<file path="src/rtl/bcd_digit_scanner.sv">
// bcd_digit_scanner: time-multiplexed scan driver for a BCD-to-seven-segment
// decoder. It holds an N-digit packed BCD word and presents one digit per slot
// on bcd_out/bi_out, together with a one-hot digit enable. New words are
// double-buffered and take effect only at frame boundaries, so a frame never
// tears.
// Each slot is one dead (all-blank) cycle followed by PRESCALE-1 active cycles.
// Optional feature: define BCD_SCAN_LZB_EN to blank leading zeros (digit 0 is
// never blanked).
module bcd_digit_scanner #(
  parameter int NUM_DIGITS = 4,
  parameter int PRESCALE   = 1000
) (
  input  logic                    clk,
  input  logic                    rst_n,
  input  logic                    en,
  input  logic                    load,
  input  logic [4*NUM_DIGITS-1:0] digits_in,
  output logic [3:0]              bcd_out,
  output logic                    bi_out,
  output logic [NUM_DIGITS-1:0]   digit_sel,
  output logic                    frame_pulse,
  output logic                    err
);

  localparam int W  = 4 * NUM_DIGITS;
  localparam int CW = $clog2(PRESCALE);
  localparam int IW = (NUM_DIGITS > 1) ? $clog2(NUM_DIGITS) : 1;
  localparam logic [CW-1:0] CNT_MAX = CW'(PRESCALE - 1);
  localparam logic [IW-1:0] IDX_MAX = IW'(NUM_DIGITS - 1);

  logic [CW-1:0] cnt;
  logic [IW-1:0] idx;
  logic [W-1:0]  display_reg;
  logic [W-1:0]  pending_reg;
  logic          pending_valid;

  logic          tick;
  logic          frame_edge;
  logic [3:0]    cur_nib;
  logic          lz_blank;
  logic [NUM_DIGITS-1:0] sel_onehot;
  logic [W-1:0]  display_next;
  logic          display_wr;

  assign tick       = en && (cnt == CNT_MAX);
  assign frame_edge = tick && (idx == IDX_MAX);

  // True when any nibble of the word is outside 0..9.
  function automatic logic has_invalid(input logic [W-1:0] word);
    logic bad;
    bad = 1'b0;
    for (int k = 0; k < NUM_DIGITS; k++) begin
      if (word[4*k +: 4] > 4'd9) bad = 1'b1;
    end
    return bad;
  endfunction

  // Select the current digit, its one-hot enable and the leading-zero blank.
  always_comb begin
    // NOTE: every combinational output gets a default first so no path
    // through the block can leave it unassigned and infer a latch.
    cur_nib    = '0;
    sel_onehot = '0;
    lz_blank   = 1'b0;
    for (int k = 0; k < NUM_DIGITS; k++) begin
      if (idx == IW'(k)) begin
        cur_nib       = display_reg[4*k +: 4];
        sel_onehot[k] = 1'b1;
      end
    end
`ifdef BCD_SCAN_LZB_EN
    for (int k = 1; k < NUM_DIGITS; k++) begin
      if ((idx == IW'(k)) && ((display_reg >> (4*k)) == '0)) lz_blank = 1'b1;
    end
`endif
  end

  // Decide what the displayed word becomes at a frame boundary; a load on the
  // boundary edge itself bypasses the pending buffer so the newest word wins.
  always_comb begin
    display_next = display_reg;
    display_wr   = 1'b0;
    if (frame_edge) begin
      if (load) begin
        display_next = digits_in;
        display_wr   = 1'b1;
      end else if (pending_valid) begin
        display_next = pending_reg;
        display_wr   = 1'b1;
      end
    end
  end

  // Prescaler and digit index; both freeze while en is low.
  // NOTE: sequential state uses non-blocking assignments so every register
  // samples pre-edge values regardless of statement order.
  always_ff @(posedge clk or negedge rst_n) begin
    if (!rst_n) begin
      cnt <= '0;
      idx <= '0;
    end else if (tick) begin
      cnt <= '0;
      idx <= (idx == IDX_MAX) ? '0 : idx + 1'b1;
    end else if (en) begin
      cnt <= cnt + 1'b1;
    end
  end

  // Double buffer: pending word capture and frame-boundary transfer.
  always_ff @(posedge clk or negedge rst_n) begin
    if (!rst_n) begin
      pending_reg   <= '0;
      pending_valid <= 1'b0;
      display_reg   <= '0;
      err           <= 1'b0;
    end else begin
      if (load) pending_reg <= digits_in;
      if (frame_edge)  pending_valid <= 1'b0;
      else if (load)   pending_valid <= 1'b1;
      if (display_wr) begin
        display_reg <= display_next;
        err         <= has_invalid(display_next);
      end
    end
  end

  // Output register: dead cycle on tick or when disabled, else current digit.
  always_ff @(posedge clk or negedge rst_n) begin
    if (!rst_n) begin
      digit_sel   <= '0;
      bcd_out     <= '0;
      bi_out      <= 1'b0;
      frame_pulse <= 1'b0;
    end else begin
      frame_pulse <= frame_edge;
      if (tick || !en) begin
        digit_sel <= '0;
        bcd_out   <= '0;
        bi_out    <= 1'b0;
      end else begin
        digit_sel <= sel_onehot;
        bcd_out   <= cur_nib;
        bi_out    <= (cur_nib <= 4'd9) && !lz_blank;
      end
    end
  end

endmodule

</file>
<file path="config.mk">
export PLATFORM = sky130hd
export DESIGN_NAME = bcd_digit_scanner
export DESIGN_NICKNAME = d
export VERILOG_FILES = /design/src/rtl/bcd_digit_scanner.sv
export SDC_FILE = /design/constraint.sdc
export NUM_CORES = 1
export LEC_CHECK = 0
export ABC_AREA = 1
export CAP_MARGIN = 20
export CORE_MARGIN = 2
export CORE_UTILIZATION = 60
export DETAILED_ROUTE_END_ITERATION = 6
export GPL_ROUTABILITY_DRIVEN = 0
export PLACE_DENSITY_LB_ADDON = 0.2
export SETUP_SLACK_MARGIN = 0.02
export SYNTH_ARGS = -nofsm -noshare
export SYNTH_HDL_FRONTEND = slang
export SYNTH_SLANG_ARGS = --single-unit
</file>
<file path="constraint.sdc">
create_clock -name clk -period 2.5 [get_ports clk]
set_input_delay 0.5 -clock clk [delete_from_list [all_inputs] [get_ports clk]]
set_output_delay 0.5 -clock clk [all_outputs]
set_load 0.01 [all_outputs]
</file>
==> flow_metrics.py, run 1 <==
metrics = {
    "drt": {
        "routedWlPerCell_um": 13.3,
        "viasPerCell": 5.30,
        "antenna_left": 0,
        "dr.pass1.iters": 4,
        "drc": 0,
        "drtIter0Drc": 185,
        "finalWirelength_um": 5640,
        "routed-via-count": 2253,
    },
    "power_and_ir_drop": {
        "max-vdd-ir-drop_v": 0.000535,
        "p_leak_nw": 1.64,
        "p_comb_frac": 0.207,
        "power.density_mw_per_mm2": 628,
        "power_frac_seq": 0.545,
        "swShare": 0.312,
        "pwr-share-clk": 0.248,
        "intPower_mw": 1.39,
        "p_switching_mw": 0.630,
    },
    "worst_setup_path": {
        "ff2ff_setup_slack_ns": 0.51,
        "endpoint": "err",
        "arrival_ns": 2.20,
        "worstPathMaxFanout": 11,
        "cp-end-kind": "flip-flop",
        "r2r-end": "err",
        "rr_worst_depth": 8,
        "crit_type": "reg -> reg",
        "critical_path_required_ns": 2.71,
        "r2r_start": "idx[0]",
        "crit_start": "idx[0]",
        "start_kind": "flip-flop",
    },
    "timing": {
        "final_hold_viol_count": 0,
        "maxSlewViolCount": 0,
        "finalClockSkew_ns": 0.0103,
        "fin_crit_ns": 1.99,
        "finalSetupTns_ns": 0,
        "rsz0062_at_grt": "false",
        "worstMarginPinSlew_ns": 0.520,
        "setup_viol": 0,
        "post-route-period-util": 0.796,
        "relSlewSlack": 0.652,
        "clock.fmax_ghz": 0.503,
    },
    "layout": {
        "final_cell_mix": "nand2_1, dfrtp_1, inv_1",
        "fin_nets": 397,
        "drive_gt1_frac": 0.0965,
        "multi_input_area_mm2": 0.00115,
        "syn_to_final_growth_pct": 17.2,
        "final_common_cell": "nand2_1",
        "insertedDiodeCount": 0,
        "final_util": 0.734,
        "final_cells": 425,
        "ff_latch_area_mm2": 0.00140,
        "fillers": 345,
    },
    "flow_run": {
        "max_cap_violations": 0,
    },
    "grt": {
        "grt_max_degree": 25,
        "overflow": 0,
        "grt_pass1_wl_um": 9480,
        "grt_usage": 0.238,
        "grt_pass1_vias": 2098,
        "antenna_found_initial": 0,
    },
    "synthesis": {
        "synth_top_area_frac": 0.510,
        "avgSynthCellArea_um2": 8.22,
        "yosysWarnings": 0,
        "synthTopCellsByArea": "dfrtp_1, nand2_1, o21ai_0",
        "syn_inst": 334,
        "yosys.area.top_type": "dfrtp_1",
        "yosysUniqueCellTypes": 29,
        "synthFlopType": "dfrtp_1",
        "synth_edf_count": 0,
        "ys_seq_area_frac": 0.510,
        "synth-async-reset-ratio": 1.00,
        "synth-seq-cells": 56,
        "syn_nets": 359,
        "synth_area_mm2": 0.00275,
    },
    "outcome": {
        "status": "finished, final reports clean",
    },
    "floorplanning": {
        "core_mm2": 0.00438,
        "die_h_um": 71.6,
        "die_w_um": 71.6,
        "start_util": 0.626,
        "fp-row-count": 24,
        "ios": 31,
        "dieArea_mm2": 0.00513,
    },
    "placement": {
        "dp.final_hpwl_um": 4300,
        "place_inst": 417,
        "placement.io_buffers": 30,
    },
    "clock_network": {
        "cts_buffer_depth": 2,
        "hold_buffers": 0,
        "numCtsBuffers": 5,
        "clockRootBuffer": "clkbuf_8",
        "cts_resized": 0,
        "worstSkewPairLatency_ns": 0.31,
        "tritoncts": "done",
        "clkTransAtPathRegs_ns": 0.09,
        "cts_htree_levels": 2,
        "cts_setup_buffers": 0,
        "cts_sinks": 56,
    },
    "min_path": {
        "hp-class": "in -> async",
    },
}
==> power groups by stage <==
stage               Sequential, mW  Clock [mW]  Combinational (mW)
finish                        1.10       0.500               0.418
global route                  1.12       0.543               0.483
CTS                           1.10       0.509               0.420
detailed placement            1.12           0               0.418
global placement              1.11           0               0.409
floorplan                     1.10           0               0.286
==> critical path, stage by stage, from the launching register on <==
cell     delay (ns)
dfrtp_1        0.39
ha_1           0.39
inv_1          0.30
nor3_4         0.39
nand2_1        0.12
nand2_1        0.08
nand2_1        0.05
nor2_1         0.11
nor2_1         0.05
==> final cells by class <==
class                      instances  share of cell area
timing repair buffer              38               0.110
sequential                        56               0.436
multi-input combinational        231               0.359
clock buffer                       8              0.0280
tap                               52              0.0202
inverter                          40              0.0467
==> synth_stat cells (3+ instances only) <==
master   number
a21oi_1      13
buf_2         4
dfrtp_1      56
ha_1          5
inv_1        36
inv_2         3
nand2_1     108
nand3_1      17
nor2_1       24
nor2_2        4
nor2_4        4
o21ai_0      35
==> how the worst min path moves through the flow <==
stage / from / endpoint / slack, ns / cells past startpoint
2_1_floorplan: rst_n / bcd_out[0] / 0.20 / 0
3_3_place_gp: pending_reg[15] / pending_reg[15] / 0.46 / 2
3_5_place_dp: pending_reg[7] / pending_reg[7] / 0.46 / 2
4_1_cts: rst_n / cnt[6] / 0.18 / 1
5_1_grt: rst_n / cnt[6] / 0.20 / 1
6_report: rst_n / cnt[4] / 0.15 / 1
==> stage by stage <==
step | power [mW] | setup slack, ns | cell area [µm²] | hold WS (ns)
after floorplan | 1.38 | 0.878 | 2750 | 0.204
after global placement | 1.52 | 0.286 | 3130 | 0.456
after detailed placement | 1.54 | 0.224 | 3130 | 0.459
after CTS | 2.03 | 0.522 | 3220 | 0.175
after global routing | 2.14 | 0.346 | 3220 | 0.197
final | 2.02 | 0.511 | 3220 | 0.153
==> metal layers <==
layer / vias to the layer above / share of wire / track usage
met4: 0 / 0.010 / 0.0776
li1: 1138 / - / -
met1: 1059 / 0.48 / 0.342
met2: 50 / 0.46 / 0.368
met3: 6 / 0.045 / 0.0464
met5: - / 0 / 0
==> cells by family (layout without fill, tap and decap cells) <==
logic type	count (synthesis)	count (layout)	share of synthesized area
AO/OA/AOI/OAI	55	55	0.105
buffers and inverters	47	86	0.0688
adder cells (fa/ha/maj)	5	5	0.0228
XOR/XNOR	2	2	0.00638
flip-flops	56	56	0.510
multiplexers	2	2	0.00820
AND/OR/NAND/NOR	167	167	0.278
No activity file was read; power rests on OpenSTA's default activity.
==> run 2, diff against run 1 <==
--- a/config.mk
+++ b/config.mk
@@ -8,7 +8,7 @@
 export ABC_AREA = 1
 export CAP_MARGIN = 20
 export CORE_MARGIN = 2
-export CORE_UTILIZATION = 60
+export CORE_UTILIZATION = 50
 export DETAILED_ROUTE_END_ITERATION = 6
 export GPL_ROUTABILITY_DRIVEN = 0
 export PLACE_DENSITY_LB_ADDON = 0.2
==> constraint.sdc (replaced) <==
create_clock -name clk -period 1.6 [get_ports clk]
set_input_delay 0.32 -clock clk [delete_from_list [all_inputs] [get_ports clk]]
set_output_delay 0.32 -clock clk [all_outputs]
set_load 0.01 [all_outputs]
==> run 2 against run 1 <==
Net effect: the flow now finishes with violations (negative setup slack); cell count increased by 16%; non-clock buffer count rose by 48; routed wire length up 9.3%; sequential power up 55%; total power grew 80%; hold slack improved by 0.29 ns; clock skew grew 0.0033 ns; flip-flop and latch count is the same; first-iteration DRC count decreased by 25%; largest cell class unchanged; highest routed layer unchanged.
==> flow_metrics.py, run 2 (same netlist as run 1, synthesis figures left out) <==
metrics = {
    "drt": {
        "antenna_left": 0,
        "drc": 0,
        "routedWlPerCell_um": 12.5,
        "routed-via-count": 2436,
        "finalWirelength_um": 6160,
        "drtIter0Drc": 139,
        "viasPerCell": 4.96,
        "dr.pass1.iters": 4,
    },
    "outcome": {
        "status": "complete, but fails checks",
        "violations": "negative setup slack",
    },
    "clock_network": {
        "tritoncts": "done",
        "worstSkewPairLatency_ns": 0.32,
        "numCtsBuffers": 5,
        "cts_sinks": 56,
        "cts_htree_levels": 2,
        "clkTransAtPathRegs_ns": 0.10,
        "cts_buffer_depth": 2,
        "clockRootBuffer": "clkbuf_8",
    },
    "power_and_ir_drop": {
        "power.total_mw": 3.64,
        "max-vdd-ir-drop_v": 0.000567,
        "p_leak_nw": 1.93,
        "power.density_mw_per_mm2": 944,
    },
    "layout": {
        "insertedDiodeCount": 0,
        "fin_nets": 445,
        "syn_to_final_growth_pct": 40.4,
        "final_cell_mix": "nand2_1, dfrtp_1, buf_4",
        "drive_gt1_frac": 0.271,
        "final_common_cell": "nand2_1",
    },
    "floorplanning": {
        "start_util": 0.527,
        "dieArea_mm2": 0.00610,
        "ios": 31,
        "fp-row-count": 26,
        "die_h_um": 78.1,
        "die_w_um": 78.1,
        "core_mm2": 0.00520,
    },
    "timing": {
        "fin_crit_ns": 1.69,
        "rsz0062_at_grt": "true",
        "worstMarginPinSlew_ns": 0.572,
        "clock.fmax_ghz": 0.591,
        "post-route-period-util": 1.06,
        "relSlewSlack": 0.619,
        "layout_setup_ws_ns": -0.0932,
        "maxSlewViolCount": 0,
        "finalSetupTns_ns": -0.345,
        "setup_viol": 5,
        "finalClockSkew_ns": 0.0137,
        "final_hold_viol_count": 0,
    },
    "grt": {
        "grt_pass1_vias": 2240,
        "overflow": 0,
        "antenna_found_initial": 0,
        "grt_pass1_wl_um": 10200,
        "grt_max_degree": 21,
        "grt_usage": 0.212,
    },
    "worst_setup_path": {
        "arrival_ns": 1.91,
        "critical_path_required_ns": 1.82,
        "start_kind": "flip-flop",
        "ff2ff_setup_slack_ns": -0.09,
        "crit_type": "reg -> reg",
        "worstPathMaxFanout": 7,
        "cp-end-kind": "flip-flop",
    },
    "flow_run": {
        "max_cap_violations": 0,
    },
    "placement": {
        "placement.io_buffers": 30,
        "dp.final_hpwl_um": 4530,
    },
    "min_path": {
        "hp-class": "in -> reg",
    },
}
run 2: changes by cell type in the layout (fill, tap and decap cells not counted), moves of 5 or more:
cell,before,now
inv_1,36,30
o21ai_0,35,19
o21ai_1,2,13
ha_4,0,5
nand2_2,1,6
buf_4,8,48
nand2_1,108,102
o21ai_2,0,5
buf_12,0,5
ha_1,5,0
run 2: path summary, 6_finish.rpt:
path | startpoint | to | cells after the start
max | cnt[0] | display_reg[12] | 7
min | en | cnt[0] | 3
max reg2reg | cnt[0] | display_reg[12] | 7
min reg2reg | pending_reg[1] | pending_reg[1] | 2
max in group asynchronous | rst_n | idx[0] | 3
min in group asynchronous | rst_n | pending_reg[1] | 2
run 2: worst max-delay path, stage by stage (launching register included):
cell and delay (ns):
dfrtp_1 0.40, ha_4 0.19, nand2_1 0.09, nor2_4 0.12, nand4_4 0.13, nor3_4 0.19, buf_12 0.15, mux2_2 0.32
run 2: repair_timing:
action                                  CTS  global route
setup buffers                             4             2
endpoints found under the hold margin    10             0
cloned                                    0             0
hold buffers                              1             0
pin swaps                                11            12
endpoints found under the setup margin   13            15
resized for setup                        26            37
run 2: metal layers:
layer  track usage  wire, µm  share of wire
met2         0.334      2850           0.46
met4        0.0737       167          0.027
met5             0         0              0
met3        0.0310       289          0.047
met1         0.304      2850           0.46
run 2: through the flow:
| stage | setup slack (ns) | instances | util | hold slack, ns | cell area, µm² |
|---|---|---|---|---|---|
| 2_1_floorplan | -0.0151 | 334 | - | 0.0244 | 2750 |
| 3_3_place_gp | -0.329 | 476 | 0.674 | 0.337 | 3510 |
| 3_5_place_dp | -0.382 | 476 | 0.674 | 0.344 | 3510 |
| 4_1_cts | -0.109 | 489 | 0.717 | 0.485 | 3730 |
| 5_1_grt | -0.225 | 491 | 0.741 | 0.451 | 3850 |
| 6_report | -0.0932 | 491 | 0.741 | 0.441 | 3850 |
run 2: where the power goes:
part	total [mW]	internal [mW]	switching (mW)
Sequential	1.71	1.56	0.144
Combinational	0.986	0.465	0.521
Clock	0.945	0.474	0.472
Total	3.64	2.50	1.14
run 2: area by class of cell:
cell class | count | area (µm²)
Tap cell | 70 | 87.6
Timing Repair Buffer | 86 | 790
Fill cell | 383 | 1350
Sequential cell | 56 | 1400
Clock inverter | 2 | 38.8
Multi-Input combinational cell | 231 | 1300
Inverter | 40 | 163
Clock buffer | 6 | 72.6
==> run 3, diff against run 2 <==
--- a/config.mk
+++ b/config.mk
@@ -8,7 +8,7 @@
 export ABC_AREA = 1
 export CAP_MARGIN = 20
 export CORE_MARGIN = 2
-export CORE_UTILIZATION = 50
+export CORE_UTILIZATION = 60
 export DETAILED_ROUTE_END_ITERATION = 6
 export GPL_ROUTABILITY_DRIVEN = 0
 export PLACE_DENSITY_LB_ADDON = 0.2
==> constraint.sdc (replaced) <==
create_clock -name clk -period 2 [get_ports clk]
set_input_delay 0.4 -clock clk [delete_from_list [all_inputs] [get_ports clk]]
set_output_delay 0.4 -clock clk [all_outputs]
set_load 0.01 [all_outputs]
==> run 3 against run 2 <==
Net effect: the run now ends clean; sequential share of layout area increased by 5.7 points; clock skew decreased by 0.0023 ns; cell count decreased by 12%; flip-flop and latch count unchanged; critical path type unchanged; critical endpoint is now err; highest routed layer unchanged.
==> flow_metrics.py, run 3 (same netlist as run 1, synthesis figures left out) <==
metrics = {
    "timing": {
        "maxSlewViolCount": 0,
        "fin_crit_ns": 1.80,
        "finalClockSkew_ns": 0.0113,
        "finalSetupTns_ns": 0,
        "hold-worst-slack_ns": 0.0664,
        "rsz0062_at_grt": "false",
        "post-route-period-util": 0.901,
        "layout_setup_ws_ns": 0.199,
        "final_hold_viol_count": 0,
        "relSlewSlack": 0.639,
        "setup_viol": 0,
        "worstMarginPinSlew_ns": 0.541,
        "clock.fmax_ghz": 0.555,
    },
    "clock_network": {
        "clkTransAtPathRegs_ns": 0.09,
        "tritoncts": "done",
        "clockRootBuffer": "clkbuf_8",
        "cts_buffer_depth": 2,
        "numCtsBuffers": 5,
        "cts_sinks": 56,
        "cts_htree_levels": 2,
        "worstSkewPairLatency_ns": 0.31,
        "hold_buffers": 0,
    },
    "worst_setup_path": {
        "crit_start": "cnt[0]",
        "crit_type": "reg -> reg",
        "cp-end-kind": "flip-flop",
        "worstPathMaxFanout": 7,
        "start_kind": "flip-flop",
        "arrival_ns": 2.01,
        "critical_path_required_ns": 2.21,
        "r2r_start": "cnt[0]",
    },
    "grt": {
        "grt_pass1_vias": 2219,
        "overflow": 0,
        "grt_max_degree": 34,
        "antenna_found_initial": 0,
        "grt_usage": 0.249,
        "grt_pass1_wl_um": 10100,
    },
    "power_and_ir_drop": {
        "power.density_mw_per_mm2": 766,
        "power.total_mw": 2.55,
        "p_comb_frac": 0.216,
        "power_frac_seq": 0.539,
        "p_switching_mw": 0.795,
        "swShare": 0.312,
        "intPower_mw": 1.75,
        "max-vdd-ir-drop_v": 0.000419,
        "pwr-share-clk": 0.245,
        "p_leak_nw": 1.69,
    },
    "drt": {
        "drtIter0Drc": 136,
        "routed-via-count": 2289,
        "antenna_left": 0,
        "viasPerCell": 5.27,
        "routedWlPerCell_um": 13.3,
        "finalWirelength_um": 5760,
        "dr.pass1.iters": 4,
        "drc": 0,
    },
    "floorplanning": {
        "start_util": 0.626,
        "core_mm2": 0.00438,
        "die_w_um": 71.6,
        "fp-row-count": 24,
        "die_h_um": 71.6,
        "dieArea_mm2": 0.00513,
        "ios": 31,
    },
    "placement": {
        "pre_cts_slack_ns": -0.0243,
        "placement.io_buffers": 30,
        "dp.final_hpwl_um": 4430,
    },
    "flow_run": {
        "max_cap_violations": 0,
    },
    "layout": {
        "fin_nets": 406,
        "final_cell_mix": "nand2_1, dfrtp_1, inv_1",
        "final_util": 0.759,
        "drive_gt1_frac": 0.126,
        "syn_to_final_growth_pct": 21.2,
        "insertedDiodeCount": 0,
        "final_common_cell": "nand2_1",
    },
    "min_path": {
        "hp-class": "in -> async",
    },
    "outcome": {
        "status": "finished, final reports clean",
    },
}
-- run 3: final cells by class --
type / count / area [µm²]
timing repair buffer: 47 / 448
inverter: 40 / 150
clock buffer: 7 / 86.3
fill: 327 / 1060
sequential: 56 / 1400
clock inverter: 1 / 7.51
multi-input combinational: 231 / 1170
tap: 52 / 65.1
-- run 3: path summary, 6_finish.rpt --
path | to | slack (ns) | cells past startpoint
setup / recovery | err | 0.20 | 12
hold / removal | cnt[5] | 0.07 | 1
setup reg to reg | err | 0.20 | 12
hold reg to reg | pending_reg[0] | 0.48 | 2
max in group asynchronous | idx[0] | 1.38 | 2
min in group clk | pending_reg[0] | 0.48 | 2
-- run 3: routing by layer --
layer  routed length, µm  up-vias  track usage
met5                   0        -            0
met4                  59        0       0.0650
met3                 323        5       0.0492
met2                2740       70        0.400
met1                2640     1062        0.352
li1                    -     1152            -
-- run 3: worst max-delay path: stages, from the launching register on --
cell and delay (ns):
dfrtp_1 0.39, ha_2 0.22, nand2_1 0.08, clkinv_1 0.06, nand2_2 0.06, nor2_4 0.10, nand4_4 0.14, o21ai_0 0.28
nand2_1 0.10, nand2_1 0.07, nand2_1 0.06, nor2_1 0.10, nor2_1 0.04
-- run 3: through the flow --
stage | instance area, µm² | cells
2_1_floorplan | 2750 | 334
3_3_place_gp | 3200 | 424
3_5_place_dp | 3200 | 424
4_1_cts | 3300 | 432
5_1_grt | 3330 | 434
6_report | 3330 | 434
-- run 3: what timing repair did --
action | CTS | global route
setup endpoints to repair | 0 | 2
gates resized for setup | 0 | 6
setup buffers | 0 | 2
-- run 3: power by group through the flow --
stage          registers (mW)  clock network, mW  logic (mW)
5_1_grt                  1.39              0.682       0.637
2_1_floorplan            1.37                  0       0.358
4_1_cts                  1.37              0.645       0.536
3_5_place_dp             1.39                  0       0.533
6_report                 1.37              0.624       0.550
3_3_place_gp             1.39                  0       0.518
